[src/rtl/seg_pkg.sv]
// Shared constants for the count display: active-low segment patterns,
// conversion FSM encodings and the double-dabble nibble adjust step.
package seg_pkg;

   localparam int NUM_DIGITS = 4;

   localparam logic [6:0] SEG_0     = 7'b1000000;
   localparam logic [6:0] SEG_1     = 7'b1111001;
   localparam logic [6:0] SEG_2     = 7'b0100100;
   localparam logic [6:0] SEG_3     = 7'b0110000;
   localparam logic [6:0] SEG_4     = 7'b0011001;
   localparam logic [6:0] SEG_5     = 7'b0010010;
   localparam logic [6:0] SEG_6     = 7'b0000010;
   localparam logic [6:0] SEG_7     = 7'b1111000;
   localparam logic [6:0] SEG_8     = 7'b0000000;
   localparam logic [6:0] SEG_9     = 7'b0010000;
   localparam logic [6:0] SEG_BLANK = 7'b1111111;
   localparam logic [6:0] SEG_DASH  = 7'b0111111;

   typedef enum logic [1:0] {
      IDLE  = 2'd0,
      SHIFT = 2'd1,
      DONE  = 2'd2
   } state_t;

   // Add 3 to every nibble >= 5 so the following left shift carries correctly.
   function automatic logic [19:0] dd_adjust(input logic [19:0] bcd);
      logic [19:0] res;
      res = bcd;
      for (int i = 0; i < 5; i++) begin
         if (bcd[4*i +: 4] >= 4'd5)
            res[4*i +: 4] = bcd[4*i +: 4] + 4'd3;
      end
      return res;
   endfunction

endpackage

[src/rtl/seg_decoder.sv]
// BCD digit to active-low seven-segment pattern; dash overrides blank,
// and blank overrides the decoded digit.
module seg_decoder
   import seg_pkg::*;
(
   input  logic [3:0] bcd_i,
   input  logic       blank_i,
   input  logic       dash_i,
   output logic [6:0] seg_o
);

   always_comb begin
      seg_o = SEG_BLANK;
      if (dash_i) begin
         seg_o = SEG_DASH;
      end else if (!blank_i) begin
         case (bcd_i)
            4'd0:    seg_o = SEG_0;
            4'd1:    seg_o = SEG_1;
            4'd2:    seg_o = SEG_2;
            4'd3:    seg_o = SEG_3;
            4'd4:    seg_o = SEG_4;
            4'd5:    seg_o = SEG_5;
            4'd6:    seg_o = SEG_6;
            4'd7:    seg_o = SEG_7;
            4'd8:    seg_o = SEG_8;
            4'd9:    seg_o = SEG_9;
            default: seg_o = SEG_BLANK;
         endcase
      end
   end

endmodule

[src/rtl/count_display.sv]
// Converts the counter value to BCD with a sequential double-dabble FSM and
// scans it onto a 4-digit multiplexed common-anode seven-segment display.
module count_display
   import seg_pkg::*;
#(
   parameter int REFRESH_DIV = 100000,
   parameter bit BLANK_LZ    = 1'b0
)
(
   input  logic        clk,
   input  logic        rst,
   input  logic [15:0] count,
   input  logic        incremented,
   output logic [6:0]  seg,
   output logic        dp,
   output logic [3:0]  an,
   output logic        busy
);

   localparam int RW = $clog2(REFRESH_DIV);

   state_t        state_q, state_d;
   logic [15:0]   bin_q, bin_d;
   logic [19:0]   bcd_q, bcd_d;
   logic [3:0]    iter_q, iter_d;
   logic          ovf_cand_q, ovf_cand_d;
   logic          pending_q, pending_d;
   logic [15:0]   disp_q, disp_d;
   logic          ovf_q, ovf_d;
   logic          busy_q, busy_d;
   logic [RW-1:0] refresh_q;
   logic [1:0]    idx_q;
   logic [6:0]    seg_q;
   logic [3:0]    an_q;
   logic [35:0]   shift_w;

   assign shift_w = {dd_adjust(bcd_q), bin_q} << 1;

   always_comb begin
      state_d    = state_q;
      bin_d      = bin_q;
      bcd_d      = bcd_q;
      iter_d     = iter_q;
      ovf_cand_d = ovf_cand_q;
      pending_d  = pending_q;
      disp_d     = disp_q;
      ovf_d      = ovf_q;
      case (state_q)
         IDLE: begin
            if (incremented) begin
               bin_d      = count;
               bcd_d      = '0;
               ovf_cand_d = (count > 16'd9999);
               iter_d     = '0;
               state_d    = SHIFT;
            end
         end
         SHIFT: begin
            bcd_d  = shift_w[35:16];
            bin_d  = shift_w[15:0];
            iter_d = iter_q + 4'd1;
            if (incremented)
               pending_d = 1'b1;
            if (iter_q == 4'd15)
               state_d = DONE;
         end
         DONE: begin
            disp_d = bcd_q[15:0];
            ovf_d  = ovf_cand_q;
            // A strobe landing in DONE is folded into the pending reload.
            if (pending_q || incremented) begin
               pending_d  = 1'b0;
               bin_d      = count;
               bcd_d      = '0;
               ovf_cand_d = (count > 16'd9999);
               iter_d     = '0;
               state_d    = SHIFT;
            end else begin
               state_d = IDLE;
            end
         end
         default: state_d = IDLE;
      endcase
      busy_d = (state_d != IDLE);
   end

   always_ff @(posedge clk or negedge rst) begin
      if (!rst) begin
         state_q    <= IDLE;
         bin_q      <= '0;
         bcd_q      <= '0;
         iter_q     <= '0;
         ovf_cand_q <= 1'b0;
         pending_q  <= 1'b0;
         disp_q     <= '0;
         ovf_q      <= 1'b0;
         busy_q     <= 1'b0;
      end else begin
         state_q    <= state_d;
         bin_q      <= bin_d;
         bcd_q      <= bcd_d;
         iter_q     <= iter_d;
         ovf_cand_q <= ovf_cand_d;
         pending_q  <= pending_d;
         disp_q     <= disp_d;
         ovf_q      <= ovf_d;
         busy_q     <= busy_d;
      end
   end

   // lz[d] is set when digit d and every digit above it are zero.
   logic [NUM_DIGITS:0]   lz;
   logic [NUM_DIGITS-1:0] blank_vec;
   assign lz[NUM_DIGITS] = 1'b1;

   generate
      for (genvar gi = 0; gi < NUM_DIGITS; gi++) begin : g_lz
         assign lz[gi]        = (disp_q[4*gi +: 4] == 4'd0) && lz[gi+1];
         assign blank_vec[gi] = BLANK_LZ && (gi != 0) && lz[gi];
      end
   endgenerate

   logic [6:0] seg_w;

   seg_decoder u_dec (
      .bcd_i   (disp_q[{idx_q, 2'b00} +: 4]),
      .blank_i (blank_vec[idx_q]),
      .dash_i  (ovf_q),
      .seg_o   (seg_w)
   );

   always_ff @(posedge clk or negedge rst) begin
      if (!rst) begin
         refresh_q <= '0;
         idx_q     <= '0;
         seg_q     <= SEG_BLANK;
         an_q      <= 4'b1111;
      end else begin
         if (refresh_q == RW'(REFRESH_DIV - 1)) begin
            refresh_q <= '0;
            idx_q     <= idx_q + 2'd1;
         end else begin
            refresh_q <= refresh_q + 1'b1;
         end
         seg_q <= seg_w;
         an_q  <= ~(4'b0001 << idx_q);
      end
   end

   assign seg  = seg_q;
   assign an   = an_q;
   assign busy = busy_q;
   assign dp   = 1'b1;

endmodule

[config.mk]
export PLATFORM = sky130hd
export DESIGN_NAME = count_display
export DESIGN_NICKNAME = d
export VERILOG_FILES = /design/src/rtl/seg_pkg.sv /design/src/rtl/seg_decoder.sv /design/src/rtl/count_display.sv
export SDC_FILE = /design/constraint.sdc
export NUM_CORES = 1
export LEC_CHECK = 0
export BUFFER_PORTS_ARGS = -buffer_cell sky130_fd_sc_hd__buf_2
export CORE_ASPECT_RATIO = 1.1
export CORE_MARGIN = 4
export CORE_UTILIZATION = 40
export DETAILED_ROUTE_END_ITERATION = 7
export GPL_TIMING_DRIVEN = 0
export PLACE_DENSITY = 0.54
export SLEW_MARGIN = 20
export SYNTH_ARGS = -nofsm -noshare
export SYNTH_HDL_FRONTEND = slang
export SYNTH_SLANG_ARGS = --single-unit
[constraint.sdc]
create_clock -name clk -period 2.1 [get_ports clk]
set_input_delay 0.42 -clock clk [delete_from_list [all_inputs] [get_ports clk]]
set_output_delay 0.42 -clock clk [all_outputs]
set_load 0.03 [all_outputs]
==> results of run 1 <==
critical path, cell delays in order (launching register included):
cell and delay [ns]:
dfrtp_1 0.39, buf_6 0.14, mux4_1 0.62, inv_1 0.14
ha_1 0.25, inv_1 0.06, mux2i_1 0.06, o21ai_0 0.18
metal layers:
layer	routed length, µm	global-route usage [%]	share of wire [%]
met5	0	0	0
met4	182	7.25	2.3
met1	3960	19.7	49
met2	3710	22.7	46
met3	231	2.40	2.9
cells in the mapped netlist, types with 8 or more instances:
cell,n
a21oi_1,9
dfrtp_1,77
dfstp_2,11
ha_1,19
inv_1,23
mux2_2,22
mux2i_1,18
nand2_1,41
nor2_1,17
o21ai_0,26
o22ai_1,8
xnor2_1,16
xor2_1,9
worst max-delay path by stage:
stage / from / end / slack, ns / depth (start not counted)
2_1_floorplan: idx_q[0] / seg[3] / 0.35 / 7
4_1_cts: idx_q[0] / seg[3] / 0.15 / 7
3_5_place_dp: idx_q[0] / seg[3] / 0.17 / 7
3_3_place_gp: rst / bin_q[4] / -0.25 / 1
6_report: idx_q[0] / seg[3] / 0.17 / 7
5_1_grt: idx_q[0] / seg[3] / 0.03 / 7
area by class of cell:
| type | instances | area [µm²] |
|---|---|---|
| plain buffers | 17 | 95.1 |
| flip-flops and latches | 88 | 2220 |
| inverters | 23 | 86.3 |
| fillers | 996 | 5480 |
| clock inverters | 3 | 42.5 |
| repair buffers | 31 | 184 |
| clock buffers | 13 | 240 |
| multi-input cells | 249 | 1830 |
| well taps | 143 | 179 |
cell families after synthesis:
group	Yosys count	synth area share [%]
and+or+nand+nor	96	10.7
DFF	88	52.5
AOI/OAI and AO/OA	64	9.24
muxes	44	12.4
buffers and inverters	40	4.29
xor gates and xnor gates	25	5.18
adders and majority gates	19	5.63
other	1	0.0888
registers in the layout, indices dropped and copies added (netlist names):
register,flops
iter_q,4
ovf_cand_q,1
disp_q,16
ovf_q,1
an,4
bcd_q,16
refresh_q,17
bin_q,16
seg,7
idx_q,2
state_q,2
busy,1
pending_q,1
power by group through the flow:
stage | sequential, mW | clock, mW | combinational, mW
final | 2.59 | 1.55 | 2.02
after detailed placement | 2.62 | 0 | 2.04
after global placement | 2.61 | 0 | 1.99
after global routing | 2.66 | 1.68 | 2.30
after CTS | 2.59 | 1.60 | 2.05
after floorplan | 2.62 | 0 | 1.49
placed cells by master, fill, tap and decap left out, drive strengths merged, types with 6 or more instances in the layout:
master | Yosys | routed
buf | 10 | 41
a21oi | 9 | 9
clkbuf | 7 | 20
o21ai | 29 | 29
o22ai | 8 | 8
nand3 | 7 | 7
xnor2 | 16 | 16
nand4 | 7 | 7
inv | 23 | 23
o31ai | 6 | 6
dfstp | 11 | 11
xor2 | 9 | 9
dfrtp | 77 | 77
nor2 | 19 | 19
ha | 19 | 19
mux2i | 18 | 18
mux2 | 22 | 22
nand2 | 41 | 41
==> results_dict.tcl, run 1 <==
set metrics [dict create \
    yosys.area.top_type_share_pct 45.6 \
    cts_tree "done" \
    final_util_pct 47.1 \
    pwr-share-clk_pct 25.2 \
    synth_edf_count 0 \
    p_seq_share_pct 42.0 \
    ys_warn_count 0 \
    swShare_pct 34.1 \
    status "finished, final reports clean" \
    final_nets 457 \
    power.switching_mw 2.10 \
    via_count 2814 \
    drt-pass1-iter-count 4 \
    io_pins 32 \
    hold_slack_ns 0.00905 \
    cp-end-kind "flip-flop" \
    ys.flop_type "dfrtp_1" \
    post_cts_resized 0 \
    core-area_mm2 0.0103 \
    die_h_um 116 \
    cts_root_buffer "clkbuf_16" \
    setup_viol 0 \
    rows 39 \
    startpoint_type "flip-flop" \
    r2r-end "seg[3]" \
    grt_pass1_vias 2855 \
    place_area_mm2 0.00459 \
    powerDensity_mw_per_mm2 1270 \
    worstPathArrival_ns 2.17 \
    grt_max_degree 47 \
    drv_cap 0 \
    grt_pass1_wl_um 14000 \
    max_freq_ghz 0.519 \
    final.setup.worst_slack_ns 0.175 \
    slew_viol_final 0 \
    numCtsBuffers 9 \
    reg2regPathDepth 7 \
    area_growth_syn_to_layout_pct 15.3 \
    antenna_found_initial 0 \
    wl_per_cell_um 14.3 \
    worstSetupPathType "flip-flop to flip-flop" \
    finalHoldViolations 0 \
    die_w_um 106 \
    slew_headroom_pct 60.6 \
    avgViaCountPerCell 4.96 \
    reg2reg_slack_ns 0.17 \
    finalCritPeriodShare_pct 91.7 \
    dp.cells 551 \
    syn-cell-area_mm2 0.00422 \
    rsz0062_at_grt "no" \
    power_mw 6.16 \
    finalSetupTns_ns 0 \
    internal_power_mw 4.06 \
    start_util_pct 40.8 \
    finalWirelength_um 8090 \
    cts_hold_buf 0 \
    period_minus_slack_ns 1.93 \
    synth-seq-area-share_pct 52.5 \
    post-cts-setup-buffers 0 \
    power.leakage_nw 2.12 \
    detail_route.iter0.violations 103 \
    synth_area_leader_cell "dfrtp_1" \
    cts_sinks 88 \
    peakVddDrop_mv 0.526 \
    worst_pin_slew_ns 0.587 \
    h-tree-depth 3 \
    drc 0 \
    design_area_mm2 0.00487 \
    ant_nets 0 \
    io_buffers 30 \
    netlist_instances 377 \
    finalNonFillerCells 567 \
    cp_max_fo 5 \
    synth_nets 415 \
    synthArstFlopShare_pct 100 \
    grt_overflow 0 \
    dieArea_mm2 0.0123 \
    ys_types 43 \
    pwr-share-comb_pct 32.8 \
    fin_skew_ns 0.00417 \
    place.gp.congestion 0.787 \
    antennaDiodeCount 0 \
    cp.required_ns 2.35 \
    reg2reg_from "idx_q[0]" \
    ys_ff_latch 88 \
    hold_class "primary input to async pin" \
    grtUsageTotal_pct 14.5 \
    hpwlAfterDp_um 5640 \
    clockBufferDepth 2 \
    syn_area_per_cell_um2 11.2 \
    dp_slack_ns 0.173 \
    path_clk_slew_ns 0.06 \
    drive_gt1_share_pct 21.2 \
    clk_latency_ns 0.33 \
    ys_top_cells_by_area "dfrtp_1, dfstp_2, mux2_2" \
]
No activity file was read; power rests on OpenSTA's default activity.
==> run 2, diff against run 1 <==
--- a/config.mk
+++ b/config.mk
@@ -5,6 +5,7 @@
 export SDC_FILE = /design/constraint.sdc
 export NUM_CORES = 1
 export LEC_CHECK = 0
+export ABC_AREA = 1
 export BUFFER_PORTS_ARGS = -buffer_cell sky130_fd_sc_hd__buf_2
 export CORE_ASPECT_RATIO = 1.1
 export CORE_MARGIN = 4
==> run 2 against run 1 <==
Against the previous run: synthesized area increased by 4.5%; clock skew increased by 0.0023 ns; register-to-register slack improved by 0.22 ns; worst setup slack improved by 0.22 ns; combinational power increased by 28%; cell count increased by 27%; synthesized cell count increased by 40%; design area increased by 4.9%; clock power increased by 12%; critical path type unchanged; largest cell class unchanged; highest routed layer unchanged.
==> results_dict.tcl, run 2 <==
set metrics [dict create \
    multiInputGateArea_mm2 0.00182 \
    slew_viol_final 0 \
    drv_cap 0 \
    worstPathArrival_ns 1.96 \
    cp-end-kind "flip-flop" \
    netlist_instances 527 \
    synth_simple_gate_area_share_pct 21.8 \
    yosysMostFrequentCell "nand2_1" \
    ys_types 30 \
    cts_root_buffer "clkbuf_16" \
    via_count 3462 \
    antennaDiodeCount 0 \
    finalWirelength_um 8980 \
    syn_area_per_cell_um2 8.38 \
    grt_pass1_vias 3451 \
    io_buffers 30 \
    cp_max_fo 11 \
    cp.required_ns 2.36 \
    detail_route.iter0.violations 149 \
    power.leakage_nw 2.55 \
    synth_top_family_by_area "simple AND/OR/NAND/NOR gates" \
    design_area_mm2 0.00511 \
    max_freq_ghz 0.586 \
    ys_warn_count 0 \
    status "finished, final reports clean" \
    synth-compound-area-share_pct 11.9 \
    dp.cells 701 \
    peakVddDrop_mv 0.602 \
    antenna_found_initial 0 \
    dieArea_mm2 0.0128 \
    area_growth_syn_to_layout_pct 15.7 \
    synth-adder-area-share_pct 5.39 \
    post_cts_resized 0 \
    rsz0062_at_grt "no" \
    synthArstFlopShare_pct 100 \
    finalHoldViolations 0 \
    grt_pass1_wl_um 16000 \
    ys_top_cells_by_area "dfrtp_1, nand2_1, o21ai_0" \
    avgViaCountPerCell 4.82 \
    path_clk_slew_ns 0.06 \
    final_nets 608 \
    period_minus_slack_ns 1.71 \
    cts_tree "done" \
    grtUsageTotal_pct 15.5 \
    setup_viol 0 \
    hold_class "primary input to flip-flop" \
    fin_skew_ns 0.00652 \
    fillCellCount 1057 \
    rows 39 \
    die_h_um 118 \
    io_pins 32 \
    ys_ff_latch 88 \
    grt_max_degree 54 \
    ys.flop_type "dfrtp_1" \
    largest_reg_flops 17 \
    place_area_mm2 0.00478 \
    synth_nets 565 \
    synth-seq-area-share_pct 50.2 \
    syn-cell-area_mm2 0.00441 \
    worstSetupPathType "flip-flop to flip-flop" \
    layout_common_cells "nand2_1, dfrtp_1, inv_1" \
    synth_area_leader_cell "dfrtp_1" \
    drive_gt1_share_pct 14.8 \
    die_w_um 108 \
    finalCritPeriodShare_pct 81.3 \
    h-tree-depth 3 \
    clockBufferDepth 2 \
    wl_per_cell_um 12.5 \
    core-area_mm2 0.0106 \
    ant_nets 0 \
    grt_overflow 0 \
    hpwlAfterDp_um 6480 \
    largest_register "refresh_q" \
    drt-pass1-iter-count 4 \
    powerDensity_mw_per_mm2 1360 \
    synth_mux_area_share_pct 0 \
    ys_top_cells_by_count "nand2_1, dfrtp_1, inv_1" \
    cts_sinks 88 \
    drc 0 \
    layout_commonest_cell "nand2_1" \
    start_util_pct 41.7 \
    startpoint_type "flip-flop" \
    synth_edf_count 0 \
    numCtsBuffers 9 \
    reg2reg_slack_ns 0.39 \
    place.gp.congestion 0.830 \
    clk_latency_ns 0.34 \
    ff_latch_area_mm2 0.00222 \
    yosys.area.top_type_share_pct 43.7 \
    finalNonFillerCells 718 \
    synthXorXnorAreaFrac_pct 1.98 \
]
==> run 2: cell count changes after synthesis, sizes merged, moves of 5 or more <==
cell    before  now
nand2       41  121
o21ai       29   61
mux2        22    0
o211ai       0   17
inv         23   79
nand2b       5    0
o31ai        6    0
nand3        7   46
mux2i       18    0
nor2        19   45
xnor2       16    0
==> run 2: power breakdown <==
| group | internal [mW] | total (mW) | switching [mW] |
|---|---|---|---|
| combinational | 0.935 | 2.59 | 1.66 |
| clock | 1.07 | 1.73 | 0.667 |
| sequential | 2.33 | 2.61 | 0.273 |
==> run 2: critical path: stages (launching register included) <==
cell and delay [ns]:
dfrtp_1 0.40, buf_4 0.20, inv_4 0.08, nand2_1 0.06, nand3_1 0.07, nand2_1 0.19, inv_1 0.09, ha_1 0.21
nand3b_1 0.16, nand3_1 0.09, nand3_1 0.07
==> run 2: routing by layer <==
layer | track usage [%] | up-vias | part of all wire [%]
li1 | - | 1774 | -
met1 | 20.6 | 1618 | 49
met2 | 24.8 | 56 | 46
met3 | 3.65 | 14 | 3.9
met4 | 5.29 | 0 | 1.6
met5 | 0 | - | 0
==> run 2: kinds of logic (layout without fill, tap and decap cells) <==
kind of cell,after synthesis,after routing
AOI/OAI and AO/OA,92,92
xor gates and xnor gates,10,10
adders and majority gates,19,19
buffers and inverters,95,143
DFF,88,88
other,1,1
and+or+nand+nor,222,222
==> run 2: worst paths after layout <==
check | from | to | depth (start not counted)
max | idx_q[0] | seg[5] | 10
min | count[0] | bin_q[0] | 3
max reg2reg | idx_q[0] | seg[5] | 10
min reg2reg | refresh_q[0] | refresh_q[0] | 1
max in group asynchronous | rst | seg[5] | 3
min in group asynchronous | rst | refresh_q[12] | 2
==> run 2: final cells by class <==
class	count	share of cell area [%]
Clock buffer	10	4.68
Multi-Input combinational cell	344	35.6
Buffer	15	1.47
Inverter	80	5.95
Sequential cell	88	43.4
Timing Repair Buffer	32	3.80
Tap cell	143	3.50
Clock inverter	6	1.62
==> run 2: metrics by stage <==
step	util [%]	power (mW)	setup TNS, ns	hold slack [ns]	setup slack [ns]
after global placement	44.8	5.17	-17.77	0.448	-0.235
after CTS	48.2	7.01	0	0.281	0.377
after detailed placement	45.1	5.24	0	0.346	0.402
final	48.2	6.94	0	0.288	0.393
after global routing	48.2	7.56	0	0.313	0.250
after floorplan	-	4.58	0	0.124	0.636
==> run 2: what timing repair did <==
action,in CTS,in global routing
endpoints found under the hold margin,35,0
hold buffers,1,0
setup buffers,0,0
